--- src/rtl/pll_rst_ctrl_pkg.sv ---
// Shared types and default constants for the PLL reset sequencer.
// Consumed by pll_rst_ctrl and sync_2ff.
package pll_rst_ctrl_pkg;

  typedef enum logic [2:0] {
    ST_RESET     = 3'd0,
    ST_WAIT_LOCK = 3'd1,
    ST_STABLE    = 3'd2,
    ST_RUN       = 3'd3,
    ST_FAIL      = 3'd4
  } pll_rst_state_e;

  localparam int DEF_RST_CYCLES   = 16;
  localparam int DEF_LOCK_TIMEOUT = 50000;
  localparam int DEF_LOCK_STABLE  = 1024;
  localparam int DEF_MAX_RETRY    = 3;
  localparam int DEF_CNT_W        = 16;

  localparam int          LOSS_CNT_W   = 8;
  localparam logic [7:0]  LOSS_CNT_MAX = 8'hFF;

  // Outputs that assert PLL reset: the reset pulse itself and the parked FAIL state.
  function automatic logic holds_pll_rst(pll_rst_state_e st);
    return (st == ST_RESET) || (st == ST_FAIL);
  endfunction

endpackage

--- src/rtl/sync_2ff.sv ---
// Generic two-flop synchronizer with asynchronous active-low reset.
// Reset value of both stages is 0.
module sync_2ff
  import pll_rst_ctrl_pkg::*;
#(
  parameter int WIDTH = 1
) (
  input  logic             clk,
  input  logic             rst_n,
  input  logic [WIDTH-1:0] d_i,
  output logic [WIDTH-1:0] q_o
);

  logic [WIDTH-1:0] meta_q;
  logic [WIDTH-1:0] sync_q;

  always_ff @(posedge clk or negedge rst_n) begin
    if (!rst_n) begin
      meta_q <= '0;
      sync_q <= '0;
    end else begin
      meta_q <= d_i;
      sync_q <= meta_q;
    end
  end

  assign q_o = sync_q;

endmodule

--- src/rtl/pll_rst_ctrl.sv ---
// PLL reset sequencer and lock supervisor: pulses PLL reset, qualifies lock,
// releases the system reset. Optional lock-loss counter: PLL_RST_CTRL_LOSS_CNT_EN.
module pll_rst_ctrl
  import pll_rst_ctrl_pkg::*;
#(
  parameter int RST_CYCLES   = DEF_RST_CYCLES,
  parameter int LOCK_TIMEOUT = DEF_LOCK_TIMEOUT,
  parameter int LOCK_STABLE  = DEF_LOCK_STABLE,
  parameter int MAX_RETRY    = DEF_MAX_RETRY,
  parameter int CNT_W        = DEF_CNT_W,
  localparam int RETRY_W     = $clog2(MAX_RETRY + 1)
) (
  input  logic                  clkin1,
  input  logic                  rst_n,
  input  logic                  pll_lock_i,
  input  logic                  soft_rst_i,
  output logic                  pll_rst_o,
  output logic                  sys_rst_n_o,
  output logic                  locked_o,
  output logic                  fail_o,
  output logic [RETRY_W-1:0]    retry_o,
  output logic [LOSS_CNT_W-1:0] loss_cnt_o
);

  localparam logic [CNT_W-1:0]   RST_LAST     = CNT_W'(RST_CYCLES - 1);
  localparam logic [CNT_W-1:0]   TIMEOUT_LAST = CNT_W'(LOCK_TIMEOUT - 1);
  localparam logic [CNT_W-1:0]   STABLE_LAST  = CNT_W'(LOCK_STABLE - 1);
  localparam logic [RETRY_W-1:0] RETRY_LIMIT  = RETRY_W'(MAX_RETRY);

  logic lock_s;

  sync_2ff #(.WIDTH(1)) u_lock_sync (
    .clk   (clkin1),
    .rst_n (rst_n),
    .d_i   (pll_lock_i),
    .q_o   (lock_s)
  );

  pll_rst_state_e     state_q, state_d;
  logic [CNT_W-1:0]   cnt_q, cnt_d;
  logic [RETRY_W-1:0] retry_q, retry_d;
  logic               pll_rst_q, pll_rst_d;
  logic               sys_rst_n_q, sys_rst_n_d;
  logic               locked_q, locked_d;
  logic               fail_q, fail_d;
  logic               lock_loss;

  always_comb begin
    state_d   = state_q;
    retry_d   = retry_q;
    lock_loss = 1'b0;

    unique case (state_q)
      ST_RESET: begin
        if (cnt_q == RST_LAST) state_d = ST_WAIT_LOCK;
      end
      ST_WAIT_LOCK: begin
        if (lock_s) begin
          state_d = ST_STABLE;
        end else if (cnt_q == TIMEOUT_LAST) begin
          retry_d = retry_q + 1'b1;
          state_d = (retry_d == RETRY_LIMIT) ? ST_FAIL : ST_RESET;
        end
      end
      ST_STABLE: begin
        if (!lock_s)                  state_d = ST_WAIT_LOCK;
        else if (cnt_q == STABLE_LAST) state_d = ST_RUN;
      end
      ST_RUN: begin
        if (!lock_s) begin
          state_d   = ST_RESET;
          lock_loss = 1'b1;
        end
      end
      ST_FAIL: state_d = ST_FAIL;
      default: state_d = ST_RESET;
    endcase

    if (state_d == ST_RUN && state_q != ST_RUN) retry_d = '0;

    // Soft reset overrides whatever the FSM decided this cycle.
    if (soft_rst_i) begin
      state_d   = ST_RESET;
      retry_d   = '0;
      lock_loss = 1'b0;
    end

    // Counter restarts on every entry; it idles in RUN and FAIL where it is unused.
    if (soft_rst_i || state_d != state_q) begin
      cnt_d = '0;
    end else if (state_q == ST_RUN || state_q == ST_FAIL) begin
      cnt_d = cnt_q;
    end else begin
      cnt_d = cnt_q + 1'b1;
    end

    pll_rst_d   = holds_pll_rst(state_d);
    sys_rst_n_d = (state_d == ST_RUN);
    locked_d    = (state_d == ST_RUN);
    fail_d      = (state_d == ST_FAIL);
  end

  always_ff @(posedge clkin1 or negedge rst_n) begin
    if (!rst_n) begin
      state_q     <= ST_RESET;
      cnt_q       <= '0;
      retry_q     <= '0;
      pll_rst_q   <= 1'b1;
      sys_rst_n_q <= 1'b0;
      locked_q    <= 1'b0;
      fail_q      <= 1'b0;
    end else begin
      state_q     <= state_d;
      cnt_q       <= cnt_d;
      retry_q     <= retry_d;
      pll_rst_q   <= pll_rst_d;
      sys_rst_n_q <= sys_rst_n_d;
      locked_q    <= locked_d;
      fail_q      <= fail_d;
    end
  end

  assign pll_rst_o   = pll_rst_q;
  assign sys_rst_n_o = sys_rst_n_q;
  assign locked_o    = locked_q;
  assign fail_o      = fail_q;
  assign retry_o     = retry_q;

`ifdef PLL_RST_CTRL_LOSS_CNT_EN
  logic [LOSS_CNT_W-1:0] loss_cnt_q, loss_cnt_d;

  always_comb begin
    loss_cnt_d = loss_cnt_q;
    if (lock_loss && loss_cnt_q != LOSS_CNT_MAX) loss_cnt_d = loss_cnt_q + 1'b1;
  end

  always_ff @(posedge clkin1 or negedge rst_n) begin
    if (!rst_n) loss_cnt_q <= '0;
    else        loss_cnt_q <= loss_cnt_d;
  end

  assign loss_cnt_o = loss_cnt_q;
`else
  logic unused_lock_loss;
  assign unused_lock_loss = lock_loss;
  assign loss_cnt_o       = '0;
`endif

endmodule

--- config.mk ---
export PLATFORM = sky130hd
export DESIGN_NAME = pll_rst_ctrl
export DESIGN_NICKNAME = d
export VERILOG_FILES = /design/src/rtl/pll_rst_ctrl_pkg.sv /design/src/rtl/sync_2ff.sv /design/src/rtl/pll_rst_ctrl.sv
export SDC_FILE = /design/constraint.sdc
export NUM_CORES = 1
export LEC_CHECK = 0
export ABC_AREA = 1
export BUFFER_PORTS_ARGS = -buffer_cell sky130_fd_sc_hd__buf_2
export CORE_UTILIZATION = 50
export CTS_CLUSTER_DIAMETER = 100
export DETAILED_ROUTE_END_ITERATION = 8
export PLACE_DENSITY = 0.79
export SLEW_MARGIN = 25
export SYNTH_ARGS = -nofsm -noshare
export SYNTH_HDL_FRONTEND = slang
export SYNTH_HIERARCHICAL = 1
export SYNTH_SLANG_ARGS = --single-unit
--- constraint.sdc ---
create_clock -name clkin1 -period 4.29 [get_ports clkin1]
set_input_delay 0.429 -clock clkin1 [delete_from_list [all_inputs] [get_ports clkin1]]
set_output_delay 0.429 -clock clkin1 [all_outputs]
set_load 0.05 [all_outputs]
Yosys cells after proc, flatten, opt, wreduce, memory -nomap -nowiden:

Index checks and enable logic that the tools add are counted.

* divide/modulo/power cells: 0
* multipliers: 0
* equality and inequality tests: 15
* shift-type cells: 0
* muxes and demuxes: 16
* bitwise gates (word level): 0
* add/subtract/negate cells: 2
* reductions and logical operators: 9
* order comparisons: 0

Operators with widths (number)
* 2-to-1 mux 16 bit: 2
* 2-to-1 mux 3 bit: 8
* adder 16 x 1 -> 16 bit, second input constant: 1
* == test 16 x 10 -> 1 bit, second input constant: 1
* == test 16 bit, second input constant: 1
* == test 16 x 4 -> 1 bit, second input constant: 1
* one-hot mux 3 bit (5 select lines): 1
* == test 3 x 2 -> 1 bit, second input constant: 4
* 2-to-1 mux 2 bit: 5
* == test 3 bit, second input constant: 2
* logical NOT 3 bit: 2
* nonzero test 3 bit: 2
* == test 3 x 1 -> 1 bit, second input constant: 1
* logical OR 1 bit: 3
* != test 3 x 2 -> 1 bit, second input constant: 1
* != test 3 bit: 1
* != test 3 bit, second input constant: 1
* AND reduction 3 bit: 1
* adder 2 x 1 -> 2 bit, second input constant: 1
* == test 2 bit, second input constant: 1
* != test 2 bit, second input constant: 1
* logical AND 1 bit: 1

* memories kept: 0
* input bits: 4
* bits in read-only memories: 0
* logic and storage cells: 50
* register bits after elaboration: 26
* memory bits (writable): 0
* bits in latches: 0

Longest topological paths before layout:

* word-level depth: 10
* mapped depth: 13

Hierarchy:

The synthesis kept the hierarchy.

By module, submodules not included
* pll_rst_ctrl: instances 1, area each 1422.6 µm², seq. area each 601.8 µm², cells each 173
* sync_2ff: instances 1, area each 50.0 µm², seq. area each 50.0 µm², cells each 2

Least setup slack after synthesis:

OpenSTA, ideal clock, no wires.

* kind: register to register
* from: reg cnt_q[0]
* to: reg cnt_q[13]
* stages on the path, launching flop included: 12
* data required time: 4.169 ns
* setup slack: 2.605 ns
* setup time: 0.121 ns
* path buffers: 1
* arrival time: 1.565 ns
* cells stage by stage: dfrtp_1 > ha_1 > nand3_1 > nor2_1 > nand2_1 > nor2_2 > nand2_2 > o21ai_0 > nor2_1 > nand3_2 > buf_6 > nor2_2

* longest elaborated chain between the ends: 8
* elaborated cells on any way between the ends: 16

RTL lines
* start, declared: RTL line pll_rst_ctrl.sv:40 `logic [CNT_W-1:0] cnt_q, cnt_d;`
* start signal, assigned: RTL line pll_rst_ctrl.sv:114 `cnt_q <= cnt_d;`
* == test 16 x 10 -> 1 bit / == test 16 bit (equally long branches): RTL line pll_rst_ctrl.sv:67, pll_rst_ctrl.sv:60
* 2-to-1 mux 3 bit, on equally long branches: RTL line pll_rst_ctrl.sv:67, pll_rst_ctrl.sv:60
* 2-to-1 mux 3 bit, on equally long branches: RTL line pll_rst_ctrl.sv:66, pll_rst_ctrl.sv:58
* one-hot mux 3 bit (5 select lines): RTL line pll_rst_ctrl.sv:53 `unique case (state_q)`
* 2-to-1 mux 3 bit: RTL line pll_rst_ctrl.sv:82 `if (soft_rst_i) begin`
* != test 3 bit: RTL line pll_rst_ctrl.sv:89 `if (soft_rst_i || state_d != state_q) begin`
* logical OR 1 bit: RTL line pll_rst_ctrl.sv:89
* != test 2 bit (no source line) / 2-to-1 mux 16 bit (equally long branches)

Parallel ways exist; a longest one is shown, timed or not. The select of a mux whose other input is x is not followed.
A chain may end at the register's enable or synchronous reset.

Worst setup path in the final report:

* from: reg cnt_q[0]
* to: reg cnt_q[4]

The elaborated chain is that of the path after synthesis.

==> results.sh <==
export IMPL_status="finished, final reports clean"
export IMPL_swShare=0.258
export IMPL_core_area_sq_um=2780
export IMPL_ir_worst_vdd_mv=0.199
export IMPL_area_growth_pct=3.91
export IMPL_cp_start_kind="flop"
export IMPL_p_int_mw=0.290
export IMPL_min_period_ns=2.04
export IMPL_yosys_warnings=6
export IMPL_cp_end_kind="flop"
export IMPL_dieHeight_um=56.3
export IMPL_die_w_um=56.3
export IMPL_clockBufferDepth=2
export IMPL_route_detailed_drc=0
export IMPL_grt_pass1_wl_mm=4.45
export IMPL_track_usage=0.178
export IMPL_synth_distinct_cells=27
export IMPL_hp_class="input port to asynchronous set/reset pin"
export IMPL_gp_congestion=0.877
export IMPL_cts_resized=0
export IMPL_first_pass_iters=5
export IMPL_wirelength_mm=2.58
export IMPL_ant_nets=0
export IMPL_fmax_ghz=0.490
export IMPL_drt_iter0_drc=97
export IMPL_cts_root_buf="clkbuf_4"
export IMPL_routedWlPerCell_um=11.9
export IMPL_seq_area_frac_synth=0.443
export IMPL_cts_hold_buf=0
export IMPL_cp_required_ns=4.54
export IMPL_r2r_start="cnt_q[0]$_DFFE_PN0P_"
export IMPL_cts_sinks=26
export IMPL_crit_type="flop to flop"
export IMPL_drive_gt1_frac=0.205
export IMPL_antenna_found_initial=0
export IMPL_num_vias=1130
export IMPL_synth_compound_area_share=0.0501
export IMPL_final_design_area_no_fill_sq_um=1530
export IMPL_initial_core_util=0.529
export IMPL_rows=19
export IMPL_netlist_area_sq_um=1470
export IMPL_arrival_ns=2.29
export IMPL_path_max_fanout=16
export IMPL_max_cap_violations=0
export IMPL_grt_pass1_vias=1093
export IMPL_dieArea_sq_um=3170
export IMPL_finalSetupTns_ns=0
export IMPL_power_frac_clock=0.272
export IMPL_post_route_period_util=0.475
export IMPL_maxSlewViolCount=0
export IMPL_synth_xor_area_frac=0.0714
export IMPL_p_switching_mw=0.101
export IMPL_tightest_slew_ns=0.553
export IMPL_clk_pin_slew_ns=0.13
export IMPL_syn_area_per_cell_sq_um=8.42
export IMPL_power_frac_seq=0.644
export IMPL_grt_max_degree=27
export IMPL_htree_levels=1
export IMPL_cts_buffers=3
export IMPL_io_buffers=9
export IMPL_hold_viol=0
export IMPL_overflow=0
export IMPL_cts_setup_buffers=0
export IMPL_slew_headroom=0.631
export IMPL_p_comb_frac=0.085
export IMPL_fin_skew_ns=0.00347
export IMPL_place_area_sq_um=1500
export IMPL_synthAdderAreaFrac=0.0170
export IMPL_vias_per_cell=5.23
export IMPL_nets=192
export IMPL_diodes=0
export IMPL_io_pins=18
export IMPL_synth_top_family_by_area="simple AND/OR/NAND/NOR gates"
export IMPL_synthCells=175
export IMPL_power_density_nw_per_um2=256
export IMPL_setup_viol=0
export IMPL_crit_start="cnt_q[0]$_DFFE_PN0P_"
export IMPL_synth_seq_cells=26
export IMPL_synth_area_mux_share=0.00680
export IMPL_yosys_area_share_simple=0.305
export IMPL_rsz0062_at_grt="false"
export IMPL_clock_latency_ns=0.32
export IMPL_cts_tree="yes"
export IMPL_place_hpwl_mm=1.95
export IMPL_p_leak_nw=0.768
Yosys cell counts, drive strengths merged:
cell / number / area (sq um)
ha: 2 / 25.0
nand3: 12 / 70.1
or2: 1 / 6.26
xnor2: 3 / 26.3
xor2: 9 / 78.8
nand4: 5 / 31.3
nand2: 31 / 126
o41ai: 1 / 8.76
inv: 20 / 75.1
o21ai: 5 / 25.0
o21bai: 1 / 7.51
conb: 1 / 3.75
a22o: 1 / 8.76
buf: 10 / 78.8
nor2: 40 / 205
nor3: 2 / 10.0
a31o: 1 / 8.76
dfrtp: 25 / 626
a21oi: 3 / 15.0
mux2i: 1 / 10.0
dfstp: 1 / 26.3
cell families after synthesis:
family | Yosys count
other | 1
AOI/OAI and AO/OA | 12
buffers and inverters | 30
xor gates and xnor gates | 12
adders and majority gates | 2
and+or+nand+nor | 91
muxes | 1
DFF | 26
power groups by stage:
stage / Sequential (mW) / Combinational, mW / Clock (mW)
3_3_place_gp: 0.256 / 0.0330 / 0
2_1_floorplan: 0.256 / 0.0321 / 0
3_5_place_dp: 0.256 / 0.0337 / 0
4_1_cts: 0.252 / 0.0338 / 0.113
5_1_grt: 0.252 / 0.0370 / 0.122
6_report: 0.252 / 0.0332 / 0.106
state kept, by name, indices dropped and copies added, names as in the netlist:
name,cells
state_q,3
retry_o,2
cnt_q,16
u_lock_sync/q_o,1
pll_rst_o,1
fail_o,1
u_lock_sync/meta_q,1
locked_o,1
metrics by stage:
step           hold WS [ns]  setup WS (ns)  power (mW)  cells  utilization
3_5_place_dp          0.337           2.26       0.290    212        0.541
5_1_grt               0.109           2.04       0.411    216        0.550
6_report             0.0758           2.25       0.391    216        0.550
3_3_place_gp          0.332           2.34       0.289    212        0.541
2_1_floorplan         0.133           2.60       0.288    182            -
4_1_cts              0.0882           2.23       0.398    216        0.550
final timing paths:
check                                                     to  cells past startpoint  slack (ns)
worst max-delay path                    cnt_q[4]$_DFFE_PN0P_                     11        2.25
worst max register to register          cnt_q[4]$_DFFE_PN0P_                     11        2.25
min in group clkin1             u_lock_sync/meta_q$_DFF_PN0_                      1        0.21
worst min-delay path                    cnt_q[3]$_DFFE_PN0P_                      1        0.08
worst min register to register     u_lock_sync/q_o$_DFF_PN0_                      0        0.37
max in group asynchronous                pll_rst_o$_DFF_PN1_                      1        3.85
cell type report:
cell class	instances	area, sq um
fill	259	1250
multi-input combinational	126	693
sequential	26	652
inverter	20	75.1
timing repair buffer	9	45.0
tap	31	38.8
clock buffer	4	26.3
layout by cell type, fill, tap and decap left out, types with 2 or more instances in the layout:
master    count
a21oi_1       3
buf_2         9
clkbuf_4      3
conb_1        8
dfrtp_1      25
ha_1          2
inv_1        19
nand2_1      27
nand2_2       4
nand3_1      10
nand3_2       2
nand4_1       5
nor2_1       24
nor2_2       13
nor2_4        3
nor3_1        2
o21ai_0       5
xnor2_1       3
xor2_1        9
worst max-delay path, cell delays in order (launching register included):
cell     delay (ns)
dfrtp_1        0.42
ha_1           0.21
nand3_1        0.11
nor2_1         0.15
nand2_1        0.08
nand2_1        0.06
nand2_1        0.05
nand3_1        0.12
nand2_1        0.10
nand2_1        0.08
nand3_2        0.36
nor2_1         0.22
metal layers:
layer | GRT usage | part of all wire
met3 | 0.0484 | 0.062
met1 | 0.217 | 0.43
met5 | 0 | 0
met2 | 0.311 | 0.50
met4 | 0.0488 | 0.0058
Note: power is estimated with default switching activity, not from simulation.
